==> src/rtl/axi_pkg.sv <==
// Shared AXI-side types; the isolate sequencer state encoding lives here so
// status/CSR logic can decode it without depending on the controller module.
package axi_pkg;

    typedef enum logic [2:0] {
        Connected = 3'd0,
        Isolating = 3'd1,
        Settle    = 3'd2,
        Isolated  = 3'd3,
        Releasing = 3'd4
    } isolate_ctrl_state_e;

endpackage

==> src/rtl/axi_isolate_ctrl.sv <==
// Sequencer for axi_isolate: turns a 4-phase req/ack into isolate, settle and
// release phases, with a sticky watchdog flag for drains that never finish.
module axi_isolate_ctrl
    import axi_pkg::*;
#(
    parameter int unsigned TimeoutCycles = 1024,
    parameter int unsigned SettleCycles  = 4,
    parameter bit          ResetIsolated = 1'b1
) (
    input  logic clk_i,
    input  logic rst_ni,
    input  logic req_i,
    output logic ack_o,
    output logic isolate_o,
    input  logic isolated_i,
    input  logic clr_timeout_i,
    output logic timeout_o,
    output logic busy_o
);

    localparam int unsigned MaxCycles = (TimeoutCycles > SettleCycles) ? TimeoutCycles : SettleCycles;
    localparam int unsigned CntW      = $clog2(MaxCycles + 1);
    localparam logic [CntW-1:0] CntMax      = CntW'(MaxCycles);
    localparam logic [CntW-1:0] TimeoutLast = CntW'(TimeoutCycles - 1);
    localparam logic [CntW-1:0] SettleLast  = CntW'((SettleCycles == 0) ? 0 : SettleCycles - 1);
    localparam isolate_ctrl_state_e ResetState = ResetIsolated ? Isolated : Connected;

    isolate_ctrl_state_e state_q, state_d;
    logic [CntW-1:0]     cnt_q, cnt_d, cnt_inc;
    logic                timeout_q, timeout_d, timeout_set;

    // One counter serves both Isolating and Settle; it never wraps so a long
    // drain cannot re-trigger the watchdog compare by rolling over.
    assign cnt_inc = (cnt_q == CntMax) ? cnt_q : cnt_q + CntW'(1);

    always_comb begin
        state_d     = state_q;
        cnt_d       = cnt_q;
        timeout_set = 1'b0;
        case (state_q)
            Connected: begin
                if (req_i) state_d = Isolating;
            end
            Isolating: begin
                cnt_d = cnt_inc;
                if (isolated_i) begin
                    state_d = (SettleCycles == 0) ? Isolated : Settle;
                end else if (!req_i) begin
                    state_d = Releasing;
                end else if (cnt_q == TimeoutLast) begin
                    timeout_set = 1'b1;
                end
            end
            Settle: begin
                cnt_d = cnt_inc;
                if (!req_i) begin
                    state_d = Releasing;
                end else if (!isolated_i) begin
                    state_d = Isolating;
                end else if (cnt_q == SettleLast) begin
                    state_d = Isolated;
                end
            end
            Isolated: begin
                if (!req_i) state_d = Releasing;
            end
            Releasing: begin
                // req_i is deliberately not looked at until the release completes.
                if (!isolated_i) state_d = Connected;
            end
            default: state_d = ResetState;
        endcase
        if (state_d != state_q) cnt_d = '0;
        timeout_d = timeout_set | (timeout_q & ~clr_timeout_i);
    end

    always_ff @(posedge clk_i) begin
        if (!rst_ni) begin
            state_q   <= ResetState;
            cnt_q     <= '0;
            timeout_q <= 1'b0;
        end else begin
            state_q   <= state_d;
            cnt_q     <= cnt_d;
            timeout_q <= timeout_d;
        end
    end

    assign isolate_o = (state_q == Isolating) || (state_q == Settle) || (state_q == Isolated);
    assign ack_o     = (state_q == Isolated);
    assign busy_o    = (state_q == Isolating) || (state_q == Settle) || (state_q == Releasing);
    assign timeout_o = timeout_q;

endmodule

==> config.mk <==
export PLATFORM = sky130hd
export DESIGN_NAME = axi_isolate_ctrl
export DESIGN_NICKNAME = d
export VERILOG_FILES = /design/src/rtl/axi_pkg.sv /design/src/rtl/axi_isolate_ctrl.sv
export SDC_FILE = /design/constraint.sdc
export NUM_CORES = 1
export LEC_CHECK = 0
export ABC_CLOCK_PERIOD_IN_PS = 1450
export CORE_MARGIN = 3
export CORE_UTILIZATION = 50
export CTS_BUF_LIST = sky130_fd_sc_hd__clkbuf_4 sky130_fd_sc_hd__clkbuf_8
export CTS_CLUSTER_SIZE = 40
export DETAILED_ROUTE_END_ITERATION = 7
export GPL_TIMING_DRIVEN = 1
export PLACE_DENSITY = 0.83
export SLEW_MARGIN = 15
export SYNTH_ARGS = -nofsm -noshare
export SYNTH_HDL_FRONTEND = slang
export SYNTH_SLANG_ARGS = --single-unit
==> constraint.sdc <==
create_clock -name clk_i -period 1.45 [get_ports clk_i]
set_input_delay 0.29 -clock clk_i [delete_from_list [all_inputs] [get_ports clk_i]]
set_output_delay 0.29 -clock clk_i [all_outputs]
set_load 0.02 [all_outputs]
==> results.toml, run 1 <==
[logic_synthesis]
synth_cells = 110
synthAdderAreaFrac_pct = 2.857
synthesis.nets = 117
synth-edff-count = 0
yosysSeqAreaShare_pct = 34.29
avgSynthCellArea_um2 = 7.962
synth_simple_gate_area_share_pct = 32.14
synth_xor_xnor_area_share_pct = 7.000
yosys_warnings = 0
synth-compound-area-share_pct = 17.14
syn-cell-area_um2 = 875.8
synthMuxAreaShare_pct = 1.143
yosys_register_bits = 15
synth_top_family_by_area = "simple AND/OR/NAND/NOR gates"
synthFlopType = "dfxtp_1"
async_flop_share_pct = 0
ys_types = 38

[floorplan]
dieWidth_um = 47.86
pin_count = 9
die_h_um = 47.86
rows = 14
start_util_pct = 55.56

[placement]
postPlaceCellArea_mm2 = 0.001179
hpwl_mm = 1.704
gp_congestion = 0.8739
io_buffer_count = 8

[cts]
cts_buffer_depth = 2
cts_buffers = 3
cts_root_buf = "clkbuf_4"
htreeDepth = 1
cts_num_sinks = 15
ctsHoldBuffers = 0

[timing]
endpoint_type = "register input"
worst_endpoint = "cnt_q[7]$_SDFFE_PP0P_/D"

[global_routing]
grt_max_degree = 11

[outcome]
tool.error = "[ERROR DPL-0038] Utilization greater than 100%, impossible to legalize"
outcome = "stopped before the end"
stop_stage = "global routing"
==> cell usage after synthesis, drive strengths merged (3+ instances only) <==
cell type,n,area (µm²)
or2,3,18.77
a21oi,7,35.03
nor2b,3,18.77
inv,6,22.52
nand3,5,25.02
nor2,13,48.80
o21ai,4,20.02
clkbuf,4,15.01
nand2,6,22.52
nand3b,3,22.52
nor4,4,25.02
xnor2,6,52.55
dfxtp,15,300.3
==> metrics by stage <==
step	std cells	hold WS, ns	setup WS, ns	utilization [%]	setup TNS (ns)
4_1_cts	166	0.5138	-0.2129	86.43	-1.080
3_5_place_dp	157	0.4934	-0.2510	74.76	-3.588
3_3_place_gp	157	0.4742	-0.2037	74.76	-2.905
2_1_floorplan	110	0.3662	-0.04139	-	-0.3081
==> timing repair <==
action | 4_1_cts
gates resized for setup | 44
setup buffers | 4
pin swaps | 6
gates cloned | 1
setup endpoints to repair | 16
==> cells by family after synthesis <==
| logic type | after synthesis |
|---|---|
| compound gates | 23 |
| xor+xnor | 7 |
| fa+ha+maj | 2 |
| buf+inv | 12 |
| flops | 15 |
| mux | 1 |
| simple gates | 50 |
==> inputs of run 2 (changes only) <==
Settings changed: ABC_CLOCK_PERIOD_IN_PS 1450 to 1900, CORE_AREA set to 3 3 64 66, CORE_MARGIN 3 to unset, CORE_UTILIZATION 50 to unset, CTS_BUF_LIST sky130_fd_sc_hd__clkbuf_4 sky130_fd_sc_hd__clkbuf_8 to unset, CTS_CLUSTER_SIZE 40 to unset, DIE_AREA set to 0 0 67 69, PLACE_DENSITY 0.83 to unset, PLACE_DENSITY_LB_ADDON set to 0.15.
Clock period 1.45 ns to 1.9 ns, I/O delays scaled along.
==> run 2 against run 1 <==
Effect of this change: the run now ends clean; synthesized cell count unchanged; synthesized area did not move.
==> results.toml, run 2 <==
[outcome]
outcome = "finished clean"

[timing]
slew_violations = 0
period_needed_ns = 1.802
tns_ns = 0
relSlewSlack_pct = 68.38
setup_violations = 0
finalHoldViolations = 0
tightest_slew_ns = 0.4711
clock_skew_ns = 0.002311
grt_setup_unrepaired = "false"
fmax_ghz = 0.5548
fin_crit_sh_pct = 94.86

[cells_and_area]
area_growth_pct = 25.86
largest_register_ffs = 11
multi_input_area_um2 = 528.0
diodes = 0
final_cell_mix = "dfxtp_1 (15), nor2_1 (13), buf_4 (9), a21oi_1 (7)"
top_register = "cnt_q"
final_nets = 133
final_common_cell = "dfxtp_1"
fin_util_pct = 30.34
fillCellCount = 405
final-seq-area_um2 = 300.3
drive_gt1_share_pct = 13.60

[logic_synthesis]
yosys_register_bits = 15
ys_types = 38
yosysMostFrequentCell = "dfxtp_1"
synth_top_area_cell = "dfxtp_1"
synth.area.top_cells = "dfxtp_1 (34%), xnor2_1 (6.0%), nor2_1 (5.6%)"
yosysSeqAreaShare_pct = 34.29
synth-edff-count = 0
ys_top_cells_by_count = "dfxtp_1 (15), nor2_1 (13), a21oi_1 (7)"
synth_top_area_share_pct = 34.29
synthesis.nets = 117
synth_cells = 110
syn-cell-area_um2 = 875.8
avgSynthCellArea_um2 = 7.962
synthFlopType = "dfxtp_1"
yosys_warnings = 0
async_flop_share_pct = 0

[cts]
cts_root_buf = "clkbuf_8"
cts_buffers = 3
ctsHoldBuffers = 0
clkLatencyLatePin_ns = 0.25
cts_tree = "built"
clkTransAtPathRegs_ns = 0.06
cts_num_sinks = 15
cts_buffer_depth = 2
htreeDepth = 1

[min_path]
hold_class = "register to register"

[setup_path]
worst_setup_path_start_kind = "register"
critical-path-top-delay-family = "buffers and inverters"
crit_cells = 3
crit_path_max_fanout = 4
crit_slowest_cell = "clkdlybuf4s50_1"
worstPathCellList = "nor2_1, nor2_1, clkdlybuf4s50_1"
crit_end = "isolate_o"
r2r_end = "cnt_q[7]"
required_ns = 1.52
arrival_ns = 1.42
rrSetupSlack_ns = 0.14
worst-path-buf-inv = 1
cp-startpoint = "state_q[1]"
cp_common_cell = "nor2_1"
critPathMaxStageDelay_ns = 0.61
worstRegToRegCells = 5
crit_type = "register to primary output"
regToRegStartpoint = "state_q[1]"
end_kind = "primary output"

[placement]
gp_congestion = 0.6953
io_buffer_count = 8
hpwl_mm = 1.481

[global_routing]
antenna_found_initial = 0
grt_pass1_vias = 742
track_usage_pct = 8.963
grt_pass1_wl_mm = 3.305
grt_overflow_total = 0
grt_max_degree = 15

[drt]
drcViolationCount = 0
vias = 794
drtIter0Drc = 58
avgViaCountPerCell = 4.590
drtPass1Iterations = 4
ant_nets = 0
wl_per_cell_um = 11.30
wirelength_mm = 1.955

[floorplan]
die-area_mm2 = 0.004623
dieWidth_um = 67
rows = 22
pin_count = 9
die_h_um = 69
core-area_mm2 = 0.003633
start_util_pct = 24.10

[run]
maxCapViolCount = 0

[power_and_ir_drop]
power.density_mw_per_mm2 = 676.1
leakage_uw = 0.0003681
vdd.ir_drop.worst_uv = 328.0
==> run 2: cell counts after synthesis <==
No cell type changed its count.
==> run 2: repair_timing <==
| item | CTS | global route |
|---|---|---|
| resized for setup | 2 | 0 |
| setup buffers | 0 | 0 |
| setup endpoints to repair | 2 | 0 |
==> run 2: metal layers <==
metal	vias up	GRT usage (%)	part of all wire [%]
met5	-	0	0
met4	0	3.604	0.51
met3	2	1.954	3.1
met2	10	12.66	45
met1	363	12.96	51
li1	419	-	-
==> run 2: worst min-delay path by stage <==
stage,startpoint,depth (start not counted),end,slack [ns]
2_1_floorplan,rst_ni,1,state_q[1],0.46
3_3_place_gp,cnt_q[9],2,cnt_q[9],0.49
3_5_place_dp,cnt_q[9],2,cnt_q[9],0.50
4_1_cts,cnt_q[9],2,cnt_q[9],0.51
5_1_grt,cnt_q[9],2,cnt_q[9],0.54
6_report,cnt_q[7],2,cnt_q[7],0.51
==> run 2: per-stage QoR <==
| stage | setup WS (ns) | area [µm²] | hold WS, ns | power [µW] | cells |
|---|---|---|---|---|---|
| detailed placement | 0.07537 | 1059 | 0.4975 | 501.1 | 169 |
| CTS | 0.07172 | 1102 | 0.5107 | 761.4 | 173 |
| global placement | 0.06529 | 1059 | 0.4859 | 501.7 | 169 |
| finish | 0.09766 | 1102 | 0.5122 | 745.2 | 173 |
| floorplan | 0.3354 | 875.8 | 0.4562 | 433.7 | 110 |
| global route | 0.03370 | 1102 | 0.5410 | 792.2 | 173 |
==> run 2: area by class of cell <==
class                      instances  share of cell area (%)
inverter                           6                   2.043
timing repair buffer              17                   13.17
tap                               48                   5.448
multi-input combinational         83                   47.90
clock buffer                       3                   3.746
sequential                        15                   27.24
clock inverter                     1                  0.4540
==> run 2: kinds of logic after synthesis <==
group | Yosys count | share of synthesized area [%]
muxes | 1 | 1.143
adders and majority gates | 2 | 2.857
xor gates and xnor gates | 7 | 7.000
AOI/OAI and AO/OA | 23 | 17.14
DFF | 15 | 34.29
and+or+nand+nor | 50 | 32.14
buffers and inverters | 12 | 5.428
==> run 2: worst register-to-register path, delay by kind of cell (launching register included) <==
family | cells | cell delay [ns]
AND/OR/NAND/NOR | 2 | 0.89
flip-flops | 1 | 0.38
buffers and inverters | 1 | 0.18
AO/OA/AOI/OAI | 1 | 0.14
XOR/XNOR | 1 | 0.10
==> run 2: power breakdown <==
group,internal (µW),switching (µW)
combinational,72.0,84.5
clock,145,113
sequential,322,8.22
Power figures use the tool's default switching activity.
==> inputs of run 3 (changes only) <==
Settings changed: ABC_CLOCK_PERIOD_IN_PS 1900 to 2200, MAX_ROUTING_LAYER set to met4, PLACE_DENSITY set to 0.5, PLACE_DENSITY_LB_ADDON 0.15 to unset.
Clock period 1.9 ns to 2.2 ns, I/O delays scaled along.
==> run 3 against run 2 <==
Effect of this change: cell area down 2.0%; clock skew up 0.0022 ns; critical path type unchanged; highest routed layer unchanged; flip-flop and latch count unchanged; global-route usage up 0.75 points; largest power group unchanged; largest cell class unchanged; sequential power down 14%; cell count down 2.3%.
==> results.toml, run 3 (synthesis results as in run 2) <==
[timing]
grt_setup_unrepaired = "false"
fmax_ghz = 0.5059
clock_skew_ns = 0.004525
tns_ns = 0
slew_violations = 0
period_needed_ns = 1.977
finalHoldViolations = 0
setup_violations = 0
tightest_slew_ns = 0.5354
relSlewSlack_pct = 63.98
fin_crit_sh_pct = 89.85
whs_ns = 0.5061

[cts]
cts_setup_buffers = 0
cts_num_sinks = 15
cts_buffers = 3
clkTransAtPathRegs_ns = 0.06
clkLatencyLatePin_ns = 0.25
cts_root_buf = "clkbuf_8"
cts_tree = "built"
htreeDepth = 1
ctsHoldBuffers = 0
cts_buffer_depth = 2

[min_path]
hold_start = "cnt_q[9]"
whs_path_depth = 2
whs_endpoint = "cnt_q[9]"
hold_class = "register to register"

[floorplan]
die_h_um = 69
dieWidth_um = 67
start_util_pct = 24.10
rows = 22
die-area_mm2 = 0.004623
core-area_mm2 = 0.003633
pin_count = 9

[global_routing]
grt_pass1_wl_mm = 3.512
grt_overflow_total = 0
track_usage_pct = 9.711
grt_max_degree = 18
grt_pass1_vias = 845
antenna_found_initial = 0

[placement]
hpwl_mm = 1.463
gp_congestion = 0.7159
io_buffer_count = 8

[cells_and_area]
final_nets = 129
area_growth_pct = 23.29
drive_gt1_share_pct = 11.57
final_cell_mix = "dfxtp_1 (15), nor2_1 (12), a21oi_1 (7), clkdlybuf4s50_1 (7)"
final_common_cell = "dfxtp_1"
largest_register_ffs = 11
fin_util_pct = 29.72
top_register = "cnt_q"
diodes = 0

[power_and_ir_drop]
power.density_mw_per_mm2 = 599.5
leakage_uw = 0.0003587
vdd.ir_drop.worst_uv = 142.1
total_power_uw = 647.3

[drt]
vias = 824
top_layer = "met4"
wl_per_cell_um = 11.22
wirelength_mm = 1.897
drtPass1Iterations = 4
drcViolationCount = 0
met2WireLength_um = 853
drtIter0Drc = 77
ant_nets = 0
avgViaCountPerCell = 4.876
wl_met1_um = 904
route.met3.wl_um = 107

[setup_path]
rrSetupSlack_ns = 0.46
worst_setup_path_start_kind = "register"
arrival_ns = 1.54
regToRegStartpoint = "cnt_q[0]"
crit_path_max_fanout = 11
end_kind = "primary output"
critPathMaxStageDelay_ns = 0.61
worstRegToRegCells = 6
crit_slowest_cell = "clkdlybuf4s50_1"
required_ns = 1.76
r2r_end = "cnt_q[1]"
worstPathCellList = "buf_4, nor2_2, nor2_1, clkdlybuf4s50_1"
crit_type = "register to primary output"

[outcome]
outcome = "finished clean"

[run]
maxCapViolCount = 0
## run 3: per-layer routing
layer / vias to the layer above / track usage (%)
li1: 415 / -
met1: 385 / 11.98
met2: 18 / 14.08
met3: 6 / 2.932
met4: 0 / 4.955
met5: - / -
## run 3: critical path, delay by kind of cell, from the launching register on
family                 cells  cell delay [ns]
buffers and inverters      2             0.79
flip-flops                 1             0.34
AND/OR/NAND/NOR            2             0.16
## run 3: cell type report
cell class | instances | area, µm²
fill | 405 | 2554
multi-input combinational | 83 | 530.5
sequential | 15 | 300.3
timing repair buffer | 13 | 120.1
tap | 48 | 60.06
clock buffer | 3 | 41.29
inverter | 6 | 22.52
clock inverter | 1 | 5.005
## run 3: stage by stage
| stage | instances | setup WS, ns | cell area (µm²) |
|---|---|---|---|
| 6_report | 169 | 0.2234 | 1080 |
| 5_1_grt | 169 | 0.1276 | 1080 |
| 4_1_cts | 169 | 0.004561 | 1075 |
| 3_5_place_dp | 165 | 0.2783 | 1028 |
| 3_3_place_gp | 165 | 0.3069 | 1028 |
| 2_1_floorplan | 110 | 0.6354 | 875.8 |
## run 3: report_power, final
group          internal [µW]  total [µW]  switching, µW
logic                   63.3         140           76.6
clock network            126         225           99.2
registers                278         283           4.75
total                    467         647            181
## run 3: how the worst max path moves through the flow
stage,cells after the start,startpoint,endpoint,slack [ns]
after global placement,6,isolated_i,cnt_q[0],0.31
after detailed placement,5,state_q[1],busy_o,0.28
final,4,state_q[1],isolate_o,0.22
after global routing,4,state_q[1],isolate_o,0.13
after floorplan,5,cnt_q[0],cnt_q[10],0.64
after CTS,5,state_q[1],busy_o,0.005
## run 3: repair_timing
action	in CTS	in global routing
hold endpoints to repair	0	0
setup endpoints to repair	0	1
gates resized for setup	0	2
